File: config.mk
export PLATFORM = sky130hd
export DESIGN_NAME = reset_seq
export DESIGN_NICKNAME = d
export VERILOG_FILES = /design/src/rtl/reset_seq.sv
export SDC_FILE = /design/constraint.sdc
export NUM_CORES = 1
export LEC_CHECK = 0
export ABC_AREA = 1
export ABC_CLOCK_PERIOD_IN_PS = 2000
export CAP_MARGIN = 20
export CORE_MARGIN = 2
export CORE_UTILIZATION = 30
export CTS_BUF_LIST = sky130_fd_sc_hd__clkbuf_8 sky130_fd_sc_hd__clkbuf_16
export DETAILED_ROUTE_END_ITERATION = 16
export PLACE_DENSITY = 0.5
export SLEW_MARGIN = 20
export SYNTH_ARGS = -nofsm -noshare
export SYNTH_HDL_FRONTEND = slang
export SYNTH_SLANG_ARGS = --single-unit
File: constraint.sdc
create_clock -name clk -period 2 [get_ports clk]
set_clock_uncertainty 0.05 [all_clocks]
set_input_delay 0.4 -clock clk [delete_from_list [all_inputs] [get_ports clk]]
set_output_delay 0.4 -clock clk [all_outputs]
set_load 0.01 [all_outputs]
File: src/rtl/reset_seq.sv
// Reset sequencer: synchronizes reset_n deassertion, then releases NUM_STAGES
// active-high synchronous reset lines one at a time with a fixed spacing.
module reset_seq #(
    parameter int unsigned NUM_STAGES  = 4,
    parameter int unsigned SYNC_DEPTH  = 2,
    parameter int unsigned STAGE_DELAY = 8
) (
    input  logic                  clk,
    input  logic                  reset_n,
    input  logic                  sw_rst_req_i,
    output logic [NUM_STAGES-1:0] rst_stage_o,
    output logic                  ready_o,
    output logic                  sw_rst_ack_o,
    output logic [1:0]            state_o
);

    localparam int unsigned CNT_W = $clog2(STAGE_DELAY + 1);
    localparam int unsigned IDX_W = (NUM_STAGES > 1) ? $clog2(NUM_STAGES) : 1;
    localparam logic [CNT_W-1:0] CNT_LAST = CNT_W'(STAGE_DELAY - 1);
    localparam logic [IDX_W-1:0] IDX_LAST = IDX_W'(NUM_STAGES - 1);

    typedef enum logic [1:0] {
        ST_ASSERT  = 2'd0,
        ST_RELEASE = 2'd1,
        ST_RUN     = 2'd2,
        ST_SW_HOLD = 2'd3
    } state_e;

    state_e                state_q, state_d;
    logic [SYNC_DEPTH-1:0] sync_q;
    logic [CNT_W-1:0]      cnt_q, cnt_d;
    logic [IDX_W-1:0]      idx_q, idx_d;
    logic                  pend_q, pend_d;
    logic [NUM_STAGES-1:0] stage_q, stage_d;
    logic                  ready_q, ready_d;
    logic                  ack_q, ack_d;
    logic                  rst_sync;

    assign rst_sync = sync_q[SYNC_DEPTH-1];

    // State and output registers; reset_n forces everything back asynchronously.
    always_ff @(posedge clk or negedge reset_n) begin
        if (!reset_n) begin
            sync_q  <= '0;
            state_q <= ST_ASSERT;
            cnt_q   <= '0;
            idx_q   <= '0;
            pend_q  <= 1'b0;
            stage_q <= '1;
            ready_q <= 1'b0;
            ack_q   <= 1'b0;
        end else begin
            sync_q  <= {sync_q[SYNC_DEPTH-2:0], 1'b1};
            state_q <= state_d;
            cnt_q   <= cnt_d;
            idx_q   <= idx_d;
            pend_q  <= pend_d;
            stage_q <= stage_d;
            ready_q <= ready_d;
            ack_q   <= ack_d;
        end
    end

    // Next-state and next-output logic.
    always_comb begin
        state_d = state_q;
        cnt_d   = cnt_q;
        idx_d   = idx_q;
        pend_d  = pend_q;
        stage_d = stage_q;
        ready_d = ready_q;
        ack_d   = 1'b0;

        unique case (state_q)
            ST_ASSERT: begin
                stage_d = '1;
                ready_d = 1'b0;
                if (rst_sync) begin
                    state_d = ST_RELEASE;
                    cnt_d   = '0;
                    idx_d   = '0;
                end
            end
            ST_RELEASE: begin
                if (cnt_q == CNT_LAST) begin
                    cnt_d = '0;
                    idx_d = idx_q + IDX_W'(1);
                    for (int unsigned i = 0; i < NUM_STAGES; i++) begin
                        if (idx_q == IDX_W'(i)) begin
                            stage_d[i] = 1'b0;
                        end
                    end
                    if (idx_q == IDX_LAST) begin
                        state_d = ST_RUN;
                        ready_d = 1'b1;
                        ack_d   = pend_q;
                        pend_d  = 1'b0;
                    end
                end else begin
                    cnt_d = cnt_q + CNT_W'(1);
                end
            end
            ST_RUN: begin
                if (sw_rst_req_i) begin
                    state_d = ST_SW_HOLD;
                    stage_d = '1;
                    ready_d = 1'b0;
                    cnt_d   = '0;
                    pend_d  = 1'b1;
                end
            end
            ST_SW_HOLD: begin
                if (cnt_q == CNT_LAST) begin
                    state_d = ST_RELEASE;
                    cnt_d   = '0;
                    idx_d   = '0;
                end else begin
                    cnt_d = cnt_q + CNT_W'(1);
                end
            end
            default: state_d = ST_ASSERT;
        endcase
    end

    assign rst_stage_o  = stage_q;
    assign ready_o      = ready_q;
    assign sw_rst_ack_o = ack_q;
    assign state_o      = state_q;

endmodule

==> impl_summary.md <==
Setup path
Walking the worst path, the cells encountered are clkdlybuf4s50_1. In this run the worst path has a maximum fanout of 2. The worst setup path is of the reg -> out kind. The required time at the endpoint of the critical path is 1.55 ns. The buffers plus inverters on the worst setup path is 1. The slowest stage of the critical path is the sky130_fd_sc_hd__dfstp_2 cell. STA classifies the critical path endpoint as an output port. At the worst endpoint, the arrival time is 1.32 ns.

The dominant delay contributor by cell family on the critical path is flip-flops. The critical path launch point type is a flop. On the worst path, the slowest cell contributes a delay of 0.53 ns.

Synth
In the post-synthesis netlist, the biggest area contributors are sky130_fd_sc_hd__dfrtp_1, sky130_fd_sc_hd__ha_1, sky130_fd_sc_hd__dfstp_2. The predominant post-synthesis flop cell is sky130_fd_sc_hd__dfrtp_1. The dominant cell by count in the synthesized netlist is sky130_fd_sc_hd__nand2_1. After technology mapping, the gate count stands at between 100 and 150.

The share of async-settable or async-resettable flops after synthesis is between 90% and 100%. The post-synthesis net count is 127. The Yosys step of the flow raised 0 warnings. Yosys mapped a number of flops with a built-in enable equal to 0. In this run, synthesis produced a sequential element count of 17.

The dominant cell type by area after synthesis is sky130_fd_sc_hd__dfrtp_1. In this run, distinct cell masters in the synthesized netlist total 20. The mean cell area of the mapped netlist is around 8.4 µm². The commonest cells after synthesis are sky130_fd_sc_hd__nand2_1, sky130_fd_sc_hd__inv_1, sky130_fd_sc_hd__dfrtp_1.

The cell area after synthesis is approximately 950 µm². Sequential elements use approximately 45% of the synthesized area. Summed over its instances, the top area cell type makes up 34.1% of the synthesized netlist area.

Power
For this design the static power due to leakage is roughly 0.00057 µW. After layout, the design draws a total of 1880 µW. The switching share of power is between 40 and 50%.

The largest voltage drop on the vdd net is around 0.00054 V. The portion of total power attributed to combinational logic is between 50% and 60%. The net switching power is 826 µW. In this run the power density over the cells is 1620 mW/mm². The internal power component is approximately 1100 µW. Of the total power, registers draw 32.4%. The portion of total power attributed to the clock network is 14.2%.

Floorplanning
Once the floorplan was initialized, standard cells occupied 31.5% of the core. The placeable core region is around 0.0030 mm². The count of boundary I/O pins is 11. The number of rows in the core area is 20. The horizontal extent of the die is between 60 and 70 µm. In this run the vertical extent of the chip is just over 60 µm. The full die area is 0.00365 mm².

Flow run
Across the run, the number of max-cap violations was 0.

Clock tree
The insertion delay of the later-clocked pin in the worst-skew pair is approximately 0.26 ns. The number of hold buffers added after CTS was 0. The clock-pin slew reported for the worst setup and hold paths after clock tree synthesis is 0.07 ns. The number of clock buffers added by TritonCTS is 3. The number of gates resized after CTS was 0.

The post-CTS repair timing setup buffer count is 0. CTS built an H-tree with a depth of 1. The number of clock sinks is 17.

The clock tree from TritonCTS is yes. The maximum buffer depth of the clock tree is 2. In this run the clock root is driven by a sky130_fd_sc_hd__clkbuf_8.

STA
The count of endpoints failing hold in the final timing report was 0. Summed over all failing endpoints, the final setup total negative slack is 0 ns. The part of the cycle the worst path needs is between 80% and 90%. Subtracting the final worst setup slack from the clock period gives 1.77 ns.

The total of endpoints with negative setup slack in the final report is 0. The final hold slack is about 0.30 ns. The timing-limited maximum frequency is ~0.57 GHz. Setup repair after global routing left no endpoint under its margin. The max-slew violation count is 0.

Cells and area
The area growth from synthesis to layout is 21.9%. The finished cells cover ~0.0012 mm². The layout has approximately 320 filler cells. The number of nets in the finished design is between 100 and 150. Cells fill a little under two fifths of the core in the end. 0 antenna diodes ended up in the layout. The ratio of cells with drive above 1 in the final layout is between 10% and 20%.

Global route
The first-pass GRT wire length is 3260 µm. After global routing the overflow that remains totals 0. The number of antenna violations at the first check in global routing is 0. The maximum number of pins on one net before global-route repair is 11. The global router's overall resource usage is a little under an eighth. The via count of the first global-routing pass is about 740.

Routing
For this block, the via count after detailed routing is 752. Before antenna repair, the detailed router went through 4 iterations. The DRC violation count after routing is 0. In the routed layout, each cell is associated on average with a via count of between 4 and 5. The detailed router's first-iteration violation count is 38. The total wire length after detailed routing is 1860 µm. The average wire length per cell after detail routing is approximately 11 µm. The count of nets left with antenna violations once routing finished came out at 0.

Worst hold path
The worst min-delay path category is reg -> reg.

Placed design
The HPWL after detailed placement is 1420 µm. Routability-driven placement finished with a final weighted congestion of slightly above 0.8. The placed cell area is 0.00112 mm². The number of port buffers is 10.

Outcome
The flow ran to the end, and the final reports show no timing, DRC or antenna violations.
[power by group through the flow]
stage,Sequential [µW],Combinational [µW],Clock (µW)
2_1_floorplan,634,660,0
3_3_place_gp,618,982,0
3_5_place_dp,618,998,0
4_1_cts,613,1000,276
5_1_grt,631,1160,288
6_report,610,1010,268
[layer usage]
layer | part of all wire [%] | track usage (%) | routed length [µm] | vias up
li1 | - | - | - | 390
met1 | 51 | 16.5 | 956 | 345
met5 | 0 | 0 | 0 | -
met3 | 4.8 | 4.05 | 89 | 4
met2 | 43 | 17.7 | 799 | 13
met4 | 0.75 | 4.13 | 14 | 0
[registers in the layout, indices dropped and copies added, names as in the netlist]
signal        count
ready_o           1
pend_q            1
sw_rst_ack_o      1
idx_q             2
state_o           2
cnt_q             4
rst_stage_o       4
sync_q            2
[metrics by stage]
| stage | cells | worst slack [ns] |
|---|---|---|
| detailed placement | 169 | 0.357 |
| global placement | 169 | 0.385 |
| floorplan | 114 | 0.471 |
| finish | 173 | 0.233 |
| global route | 173 | 0.187 |
| CTS | 173 | 0.222 |
[cells in the final DEF (no fill, tap or decap)]
master | netlist | routed
sky130_fd_sc_hd__nand2_1 | 28 | 28
sky130_fd_sc_hd__inv_1 | 14 | 14
sky130_fd_sc_hd__dfrtp_1 | 13 | 13
sky130_fd_sc_hd__ha_1 | 10 | 10
sky130_fd_sc_hd__clkdlybuf4s50_1 | 0 | 10
sky130_fd_sc_hd__nand3_1 | 9 | 9
sky130_fd_sc_hd__nor2_1 | 8 | 8
sky130_fd_sc_hd__nand4_1 | 5 | 5
sky130_fd_sc_hd__nand2_2 | 4 | 4
sky130_fd_sc_hd__o21ai_0 | 4 | 4
sky130_fd_sc_hd__o21ai_1 | 4 | 4
sky130_fd_sc_hd__dfstp_2 | 4 | 4
sky130_fd_sc_hd__clkbuf_8 | 0 | 3
sky130_fd_sc_hd__inv_2 | 2 | 2
sky130_fd_sc_hd__a21oi_1 | 2 | 2
sky130_fd_sc_hd__nand3_2 | 1 | 1
sky130_fd_sc_hd__nor2_2 | 1 | 1
sky130_fd_sc_hd__o21a_1 | 1 | 1
sky130_fd_sc_hd__a21oi_2 | 1 | 1
sky130_fd_sc_hd__or2_2 | 1 | 1
sky130_fd_sc_hd__xor2_1 | 1 | 1
sky130_fd_sc_hd__clkinv_2 | 0 | 1
sky130_fd_sc_hd__buf_4 | 0 | 1
sky130_fd_sc_hd__conb_1 | 1 | 1
[final timing paths]
| check | startpoint | endpoint | slack [ns] | depth (start not counted) |
|---|---|---|---|---|
| hold reg to reg | sync_q[0] | sync_q[1] | 0.30 | 0 |
| setup reg to reg | state_o[0] | idx_q[0] | 0.34 | 7 |
| min in group asynchronous | reset_n | pend_q | 0.39 | 1 |
| setup / recovery | rst_stage_o[2] | rst_stage_o[2] | 0.23 | 1 |
| max in group asynchronous | reset_n | cnt_q[3] | 1.04 | 2 |
| hold / removal | sync_q[0] | sync_q[1] | 0.30 | 0 |
[cells by family (layout without fill, tap and decap cells)]
kind of cell,count (synthesis),in the layout,share of synthesized area [%]
AND/OR/NAND/NOR,57,57,27.2
flip-flops,17,17,45.1
buffers and inverters,16,31,6.30
AO/OA/AOI/OAI,12,12,6.96
adder cells (fa/ha/maj),10,10,13.1
other,1,1,0.393
XOR/XNOR,1,1,0.919
[layout make-up]
type / instances / area, µm² / area share (%)
multi-input combinational: 81 / 463 / 39.8
inverter: 16 / 60.1 / 5.17
clock buffer: 3 / 41.3 / 3.55
timing repair buffer: 11 / 108 / 9.26
sequential: 17 / 430 / 37.0
tap: 44 / 55.1 / 4.74
clock inverter: 1 / 5.00 / 0.431
(Power assumes the default switching activity.)
